==> config.mk <==
export PLATFORM = sky130hd
export DESIGN_NAME = branch_predictor_flat
export DESIGN_NICKNAME = d
export VERILOG_FILES = /design/src/rtl/branch_predictor_if.sv /design/src/rtl/branch_predictor.sv /design/src/flat_wrapper.sv
export SDC_FILE = /design/constraint.sdc
export NUM_CORES = 1
export LEC_CHECK = 0
export ABC_AREA = 0
export BUFFER_PORTS_ARGS = -buffer_cell sky130_fd_sc_hd__buf_2
export CAP_MARGIN = 25
export CORE_MARGIN = 3
export CORE_UTILIZATION = 50
export DETAILED_ROUTE_END_ITERATION = 12
export GPL_TIMING_DRIVEN = 1
export PLACE_DENSITY = 0.67
export SLEW_MARGIN = 20
export SYNTH_ARGS = -nofsm -noshare
export SYNTH_HDL_FRONTEND = slang
export SYNTH_SLANG_ARGS = --single-unit
export TNS_END_PERCENT = 20
==> constraint.sdc <==
create_clock -name clk_in -period 5.5 [get_ports clk_in]
set_input_delay 0.825 -clock clk_in [delete_from_list [all_inputs] [get_ports clk_in]]
set_output_delay 0.825 -clock clk_in [all_outputs]
set_load 0.02 [all_outputs]
==> src/rtl/branch_predictor_if.sv <==
// Fetch-side lookup and execute-side training signals
// shared by the fetch unit and the next-PC predictor.
interface branch_predictor_if #(
  parameter int BHT_IDX_W = 6
);
  logic [31:0]          pc_in;
  logic [31:0]          inst_in;
  logic [31:0]          next_pc;
  logic                 pred_taken;
  logic                 is_cond_br;
  logic [BHT_IDX_W-1:0] pred_idx;
  logic                 upd_valid;
  logic [BHT_IDX_W-1:0] upd_idx;
  logic                 upd_taken;

  modport master (
    output pc_in,
    output inst_in,
    output upd_valid,
    output upd_idx,
    output upd_taken,
    input  next_pc,
    input  pred_taken,
    input  is_cond_br,
    input  pred_idx
  );

  modport slave (
    input  pc_in,
    input  inst_in,
    input  upd_valid,
    input  upd_idx,
    input  upd_taken,
    output next_pc,
    output pred_taken,
    output is_cond_br,
    output pred_idx
  );
endinterface

==> src/rtl/branch_predictor.sv <==
// Fetch next-PC predictor: RV32I/RV32C decode plus counter table.
// Define BP_GSHARE_EN to fold global history into the index.
module branch_predictor #(
  parameter int BHT_IDX_W = 6,
  parameter int CNT_W     = 2
) (
  input logic               clk_in,
  input logic               rst_in,
  input logic               rdy_in,
  branch_predictor_if.slave bp
);
  localparam int DEPTH = 1 << BHT_IDX_W;
  localparam logic [CNT_W-1:0] CNT_INIT =
    CNT_W'((1 << (CNT_W - 1)) - 1);
  localparam logic [CNT_W-1:0] CNT_MAX = '1;

  logic [CNT_W-1:0]     cnt_q [DEPTH];
  logic [CNT_W-1:0]     cnt_d;
  logic [CNT_W-1:0]     cnt_cur;
  logic [BHT_IDX_W-1:0] lk_idx;
  logic                 lk_taken;

`ifdef BP_GSHARE_EN
  logic [BHT_IDX_W-1:0] ghr_q;
  logic [BHT_IDX_W-1:0] ghr_d;

  assign lk_idx = bp.pc_in[BHT_IDX_W:1] ^ ghr_q;
  assign ghr_d  = {ghr_q[BHT_IDX_W-2:0], bp.upd_taken};

  always_ff @(posedge clk_in) begin
    if (rst_in) begin
      ghr_q <= '0;
    end else if (rdy_in && bp.upd_valid) begin
      ghr_q <= ghr_d;
    end
  end
`else
  assign lk_idx = bp.pc_in[BHT_IDX_W:1];
`endif

  assign lk_taken    = cnt_q[lk_idx][CNT_W-1];
  assign bp.pred_idx = lk_idx;

  assign cnt_cur = cnt_q[bp.upd_idx];

  always_comb begin
    cnt_d = cnt_cur;
    if (bp.upd_taken) begin
      if (cnt_cur != CNT_MAX) cnt_d = cnt_cur + CNT_W'(1);
    end else begin
      if (cnt_cur != '0) cnt_d = cnt_cur - CNT_W'(1);
    end
  end

  // Reset wins over a same-cycle training strobe.
  always_ff @(posedge clk_in) begin
    if (rst_in) begin
      for (int i = 0; i < DEPTH; i++) begin
        cnt_q[i] <= CNT_INIT;
      end
    end else if (rdy_in && bp.upd_valid) begin
      cnt_q[bp.upd_idx] <= cnt_d;
    end
  end

  logic [31:0] ins;
  logic [2:0]  f3;
  logic        len4;
  logic        is_jal;
  logic        is_br;
  logic        is_cj;
  logic        is_cb;
  logic [31:0] seq_pc;
  logic [31:0] imm_j;
  logic [31:0] imm_b;
  logic [31:0] imm_cj;
  logic [31:0] imm_cb;

  assign ins  = bp.inst_in;
  assign f3   = ins[15:13];
  assign len4 = ins[1:0] == 2'b11;

  assign is_jal = len4 && ins[6:0] == 7'b1101111;
  assign is_br  = len4 && ins[6:0] == 7'b1100011;
  assign is_cj  = ins[1:0] == 2'b01 &&
                  (f3 == 3'b101 || f3 == 3'b001);
  assign is_cb  = ins[1:0] == 2'b01 &&
                  (f3 == 3'b110 || f3 == 3'b111);

  assign seq_pc = bp.pc_in + (len4 ? 32'd4 : 32'd2);

  assign imm_j  = {{11{ins[31]}}, ins[31], ins[19:12],
                   ins[20], ins[30:21], 1'b0};
  assign imm_b  = {{19{ins[31]}}, ins[31], ins[7],
                   ins[30:25], ins[11:8], 1'b0};
  assign imm_cj = {{20{ins[12]}}, ins[12], ins[8],
                   ins[10:9], ins[6], ins[7], ins[2],
                   ins[11], ins[5:3], 1'b0};
  assign imm_cb = {{23{ins[12]}}, ins[12], ins[6:5],
                   ins[2], ins[11:10], ins[4:3], 1'b0};

  always_comb begin
    bp.next_pc    = seq_pc;
    bp.pred_taken = 1'b0;
    bp.is_cond_br = 1'b0;
    unique case (1'b1)
      is_jal: begin
        bp.next_pc    = bp.pc_in + imm_j;
        bp.pred_taken = 1'b1;
      end
      is_cj: begin
        bp.next_pc    = bp.pc_in + imm_cj;
        bp.pred_taken = 1'b1;
      end
      is_br: begin
        bp.is_cond_br = 1'b1;
        bp.pred_taken = lk_taken;
        if (lk_taken) bp.next_pc = bp.pc_in + imm_b;
      end
      is_cb: begin
        bp.is_cond_br = 1'b1;
        bp.pred_taken = lk_taken;
        if (lk_taken) bp.next_pc = bp.pc_in + imm_cb;
      end
      default: ;
    endcase
  end
endmodule

==> src/flat_wrapper.sv <==
// flat-port wrapper written by rule: the top's interface ports become plain ports
module branch_predictor_flat 
#(
  parameter int BHT_IDX_W = 6,
  parameter int CNT_W     = 2
)
  (clk_in, rst_in, rdy_in, bp_pc_in, bp_inst_in, bp_upd_valid, bp_upd_idx, bp_upd_taken, bp_next_pc, bp_pred_taken, bp_is_cond_br, bp_pred_idx);
  branch_predictor_if #(.BHT_IDX_W(BHT_IDX_W)) bp_i ();
  input logic clk_in;
  input logic rst_in;
  input logic rdy_in;
  input wire logic [$bits(bp_i.pc_in)-1:0] bp_pc_in;
  input wire logic [$bits(bp_i.inst_in)-1:0] bp_inst_in;
  input wire logic [$bits(bp_i.upd_valid)-1:0] bp_upd_valid;
  input wire logic [$bits(bp_i.upd_idx)-1:0] bp_upd_idx;
  input wire logic [$bits(bp_i.upd_taken)-1:0] bp_upd_taken;
  output wire logic [$bits(bp_i.next_pc)-1:0] bp_next_pc;
  output wire logic [$bits(bp_i.pred_taken)-1:0] bp_pred_taken;
  output wire logic [$bits(bp_i.is_cond_br)-1:0] bp_is_cond_br;
  output wire logic [$bits(bp_i.pred_idx)-1:0] bp_pred_idx;
  assign bp_i.pc_in = bp_pc_in;
  assign bp_i.inst_in = bp_inst_in;
  assign bp_i.upd_valid = bp_upd_valid;
  assign bp_i.upd_idx = bp_upd_idx;
  assign bp_i.upd_taken = bp_upd_taken;
  assign bp_next_pc = bp_i.next_pc;
  assign bp_pred_taken = bp_i.pred_taken;
  assign bp_is_cond_br = bp_i.is_cond_br;
  assign bp_pred_idx = bp_i.pred_idx;
  branch_predictor #(.BHT_IDX_W(BHT_IDX_W), .CNT_W(CNT_W)) u_core (.clk_in(clk_in), .rst_in(rst_in), .rdy_in(rdy_in), .bp(bp_i));
endmodule
==> results_dict.tcl <==
set metrics [dict create \
    nNetsFinal 1749 \
    period_needed_ns 5.19 \
    netlist_instances 1512 \
    postCtsSetupRepairBufs 0 \
    die_area_sq_um 28300 \
    die_w_um 168 \
    cts_sinks 128 \
    period_share_pct 94.5 \
    synthDistinctLibCells 79 \
    grt_first_pass_wirelength_mm 64.5 \
    synthesis.nets 1685 \
    synthTopCellsByArea "edfxtp_1, ha_1, nand2_1, xnor2_1, nor2_1" \
    worstPathCellList "buf_2, nor2b_2, nand2_1, nor2_1, buf_4, nand2_1, nand2_1, ha_1, a21o_1, a21o_1, a211oi_1, o41ai_1, buf_4, o31a_1, a31oi_1, xnor2_1, a221oi_1, o21ai_0, buf_2" \
    ir_drop_mv 0.285 \
    ios 115 \
    core_area_sq_um 25500 \
    initial_utilization_pct 51.5 \
    tightest_slew_ns 1.02 \
    num_vias 12424 \
    final-setup-viol-count 0 \
    outcome "complete, no violations" \
    grtUsageTotal_pct 28.1 \
    cts_buffers 17 \
    globalRoute.totalOverflow 0 \
    fmax_mhz 192 \
    diodes 0 \
    antenna_left 0 \
    insertion_delay_ns 0.41 \
    critical_path_class "in2out" \
    path_common_cell "nand2_1" \
    syn-cell-area_sq_um 13200 \
    viasPerCell 6.48 \
    cp.arrival_ns 4.37 \
    p_leak_nw 5.48 \
    drt_iter0_drc 1116 \
    yosysSeqAreaShare_pct 29.2 \
    dr.pass1.iters 6 \
    cpPeakStageDelay_ns 0.33 \
    io_buffers 112 \
    startpoint_type "input port" \
    crit_buf_inv 4 \
    ys_ff_latch 128 \
    finalHoldViolCount 0 \
    crit_path_end_kind "output port" \
    max_flop_register "u_core.cnt_q" \
    powerDensity_nw_per_um2 225 \
    slew_headroom_pct 31.7 \
    hpwl_mm 30.1 \
    min_path_type "in2reg" \
    routedWlPerCell_um 21.2 \
    place.gp.congestion 0.963 \
    yosysMostFrequentCell "nand2_1" \
    clock_skew_ns 0.00692 \
    clockBufferDepth 2 \
    layout-drive-gt1-share_pct 16.1 \
    cts.htree.levels 4 \
    tritoncts "done" \
    root_buffer "clkbuf_16" \
    routed_wl_mm 40.6 \
    p_total_mw 3.23 \
    largest_reg_flops 128 \
    antenna_found_initial 0 \
    clk_pin_slew_ns 0.05 \
    route.detailed.drc 0 \
    rows 58 \
    max_cap_viol_count 0 \
    report.final.slew_viol_count 0 \
    syn_to_final_growth_pct 9.15 \
    synth_top_area_share_pct 29.2 \
    largest_registers "u_core.cnt_q (128)" \
    yosys_most_used_dff "edfxtp_1" \
    cp_slowest_cell "o31a_1" \
    rsz0062_at_grt "no" \
    synth.avg_cell_area_sq_um 8.70 \
    die_h_um 168 \
    crit_family "compound AO/OA/AOI/OAI gates" \
    synth.cells.most_frequent "nand2_1, edfxtp_1, nor2_1" \
    yosys.area.top_type "edfxtp_1" \
    yosys_warnings 0 \
    tns_ns 0 \
    synth_edf_count 128 \
    synthArstFlopShare_pct 0 \
    grt_pass1_vias 11858 \
    cp.required_ns 4.68 \
    critPathMaxFanout 8 \
    grt_max_degree 66 \
]
worst paths after layout:
path	from	to	cells past startpoint	slack, ns
worst max-delay path	bp_inst_in[0]	bp_next_pc[22]	19	0.31
worst min-delay path	bp_upd_valid	u_core.cnt_q[23][0]$_SDFFCE_PN1P_	5	1.01
worst max register to register	u_core.cnt_q[48][1]$_SDFFCE_PN0P_	u_core.cnt_q[53][0]$_SDFFCE_PN1P_	8	2.57
worst min register to register	u_core.cnt_q[18][0]$_SDFFCE_PN1P_	u_core.cnt_q[11][0]$_SDFFCE_PN1P_	6	1.64
through the flow:
step / instance area, sq um / hold slack (ns) / util, % / setup slack [ns] / instances
floorplan: 13200 / 1.13 / - / 0.460 / 1512
global placement: 13800 / 1.41 / 54.1 / 0.0807 / 1887
detailed placement: 13800 / 1.43 / 54.1 / 0.0527 / 1887
CTS: 14300 / 1.01 / 56.1 / 0.0300 / 1916
global route: 14400 / 1.05 / 56.2 / 0.0179 / 1916
finish: 14400 / 1.01 / 56.2 / 0.305 / 1916
where the power goes:
part	internal (mW)	leakage, nW	switching [mW]
Clock	0.597	0.246	0.391
Combinational	0.430	4.09	0.703
Sequential	1.09	1.15	0.0121
Total	2.12	5.48	1.11
cell type report:
class                   count  area, sq um
flip-flops and latches    128         3840
inverters                  32          120
clock inverters            12         78.8
repair buffers            147          836
fillers                  2338        11200
multi-input cells        1250         8650
clock buffers              17          425
well taps                 330          413
per-layer routing:
| metal | up-vias | GRT usage (%) | wire length [um] |
|---|---|---|---|
| met5 | - | 0 | 0 |
| met4 | 0 | 7.93 | 924 |
| met3 | 69 | 3.78 | 3390 |
| met2 | 552 | 45.3 | 18700 |
| met1 | 5941 | 40.0 | 17600 |
| li1 | 5862 | - | - |
cell families after synthesis:
family	after synthesis	synth area share [%]
flip-flops	128	29.2
adder cells (fa/ha/maj)	100	9.70
AND/OR/NAND/NOR	571	21.3
multiplexers	31	3.88
buffers and inverters	134	5.45
AO/OA/AOI/OAI	445	23.7
XOR/XNOR	103	6.85
placed cells by master (no fill, tap or decap), types with 51 or more instances in the layout:
| cell type | netlist | final |
|---|---|---|
| nor3_1 | 84 | 84 |
| buf_2 | 15 | 112 |
| o21ai_0 | 54 | 53 |
| xnor2_1 | 66 | 66 |
| a21o_1 | 52 | 52 |
| nor2_1 | 116 | 116 |
| edfxtp_1 | 128 | 128 |
| nand2_1 | 165 | 165 |
| ha_1 | 94 | 94 |
| a22oi_1 | 51 | 51 |
| a21oi_1 | 86 | 84 |
what timing repair did:
item,in CTS,in global routing
endpoints found under the hold margin,0,0
setup endpoints to repair,0,11
gates resized for setup,0,9
hold buffers,0,0
worst register-to-register path, cell delays in order (launching register included):
cell and delay (ns):
edfxtp_1 0.39, a22o_1 0.23, a221oi_1 0.22, a31oi_1 0.18, nor4_1 0.31, and3_1 0.22
maj3_2 0.68, buf_4 0.36, nand2_1 0.09
Power figures use the tool's default switching activity.
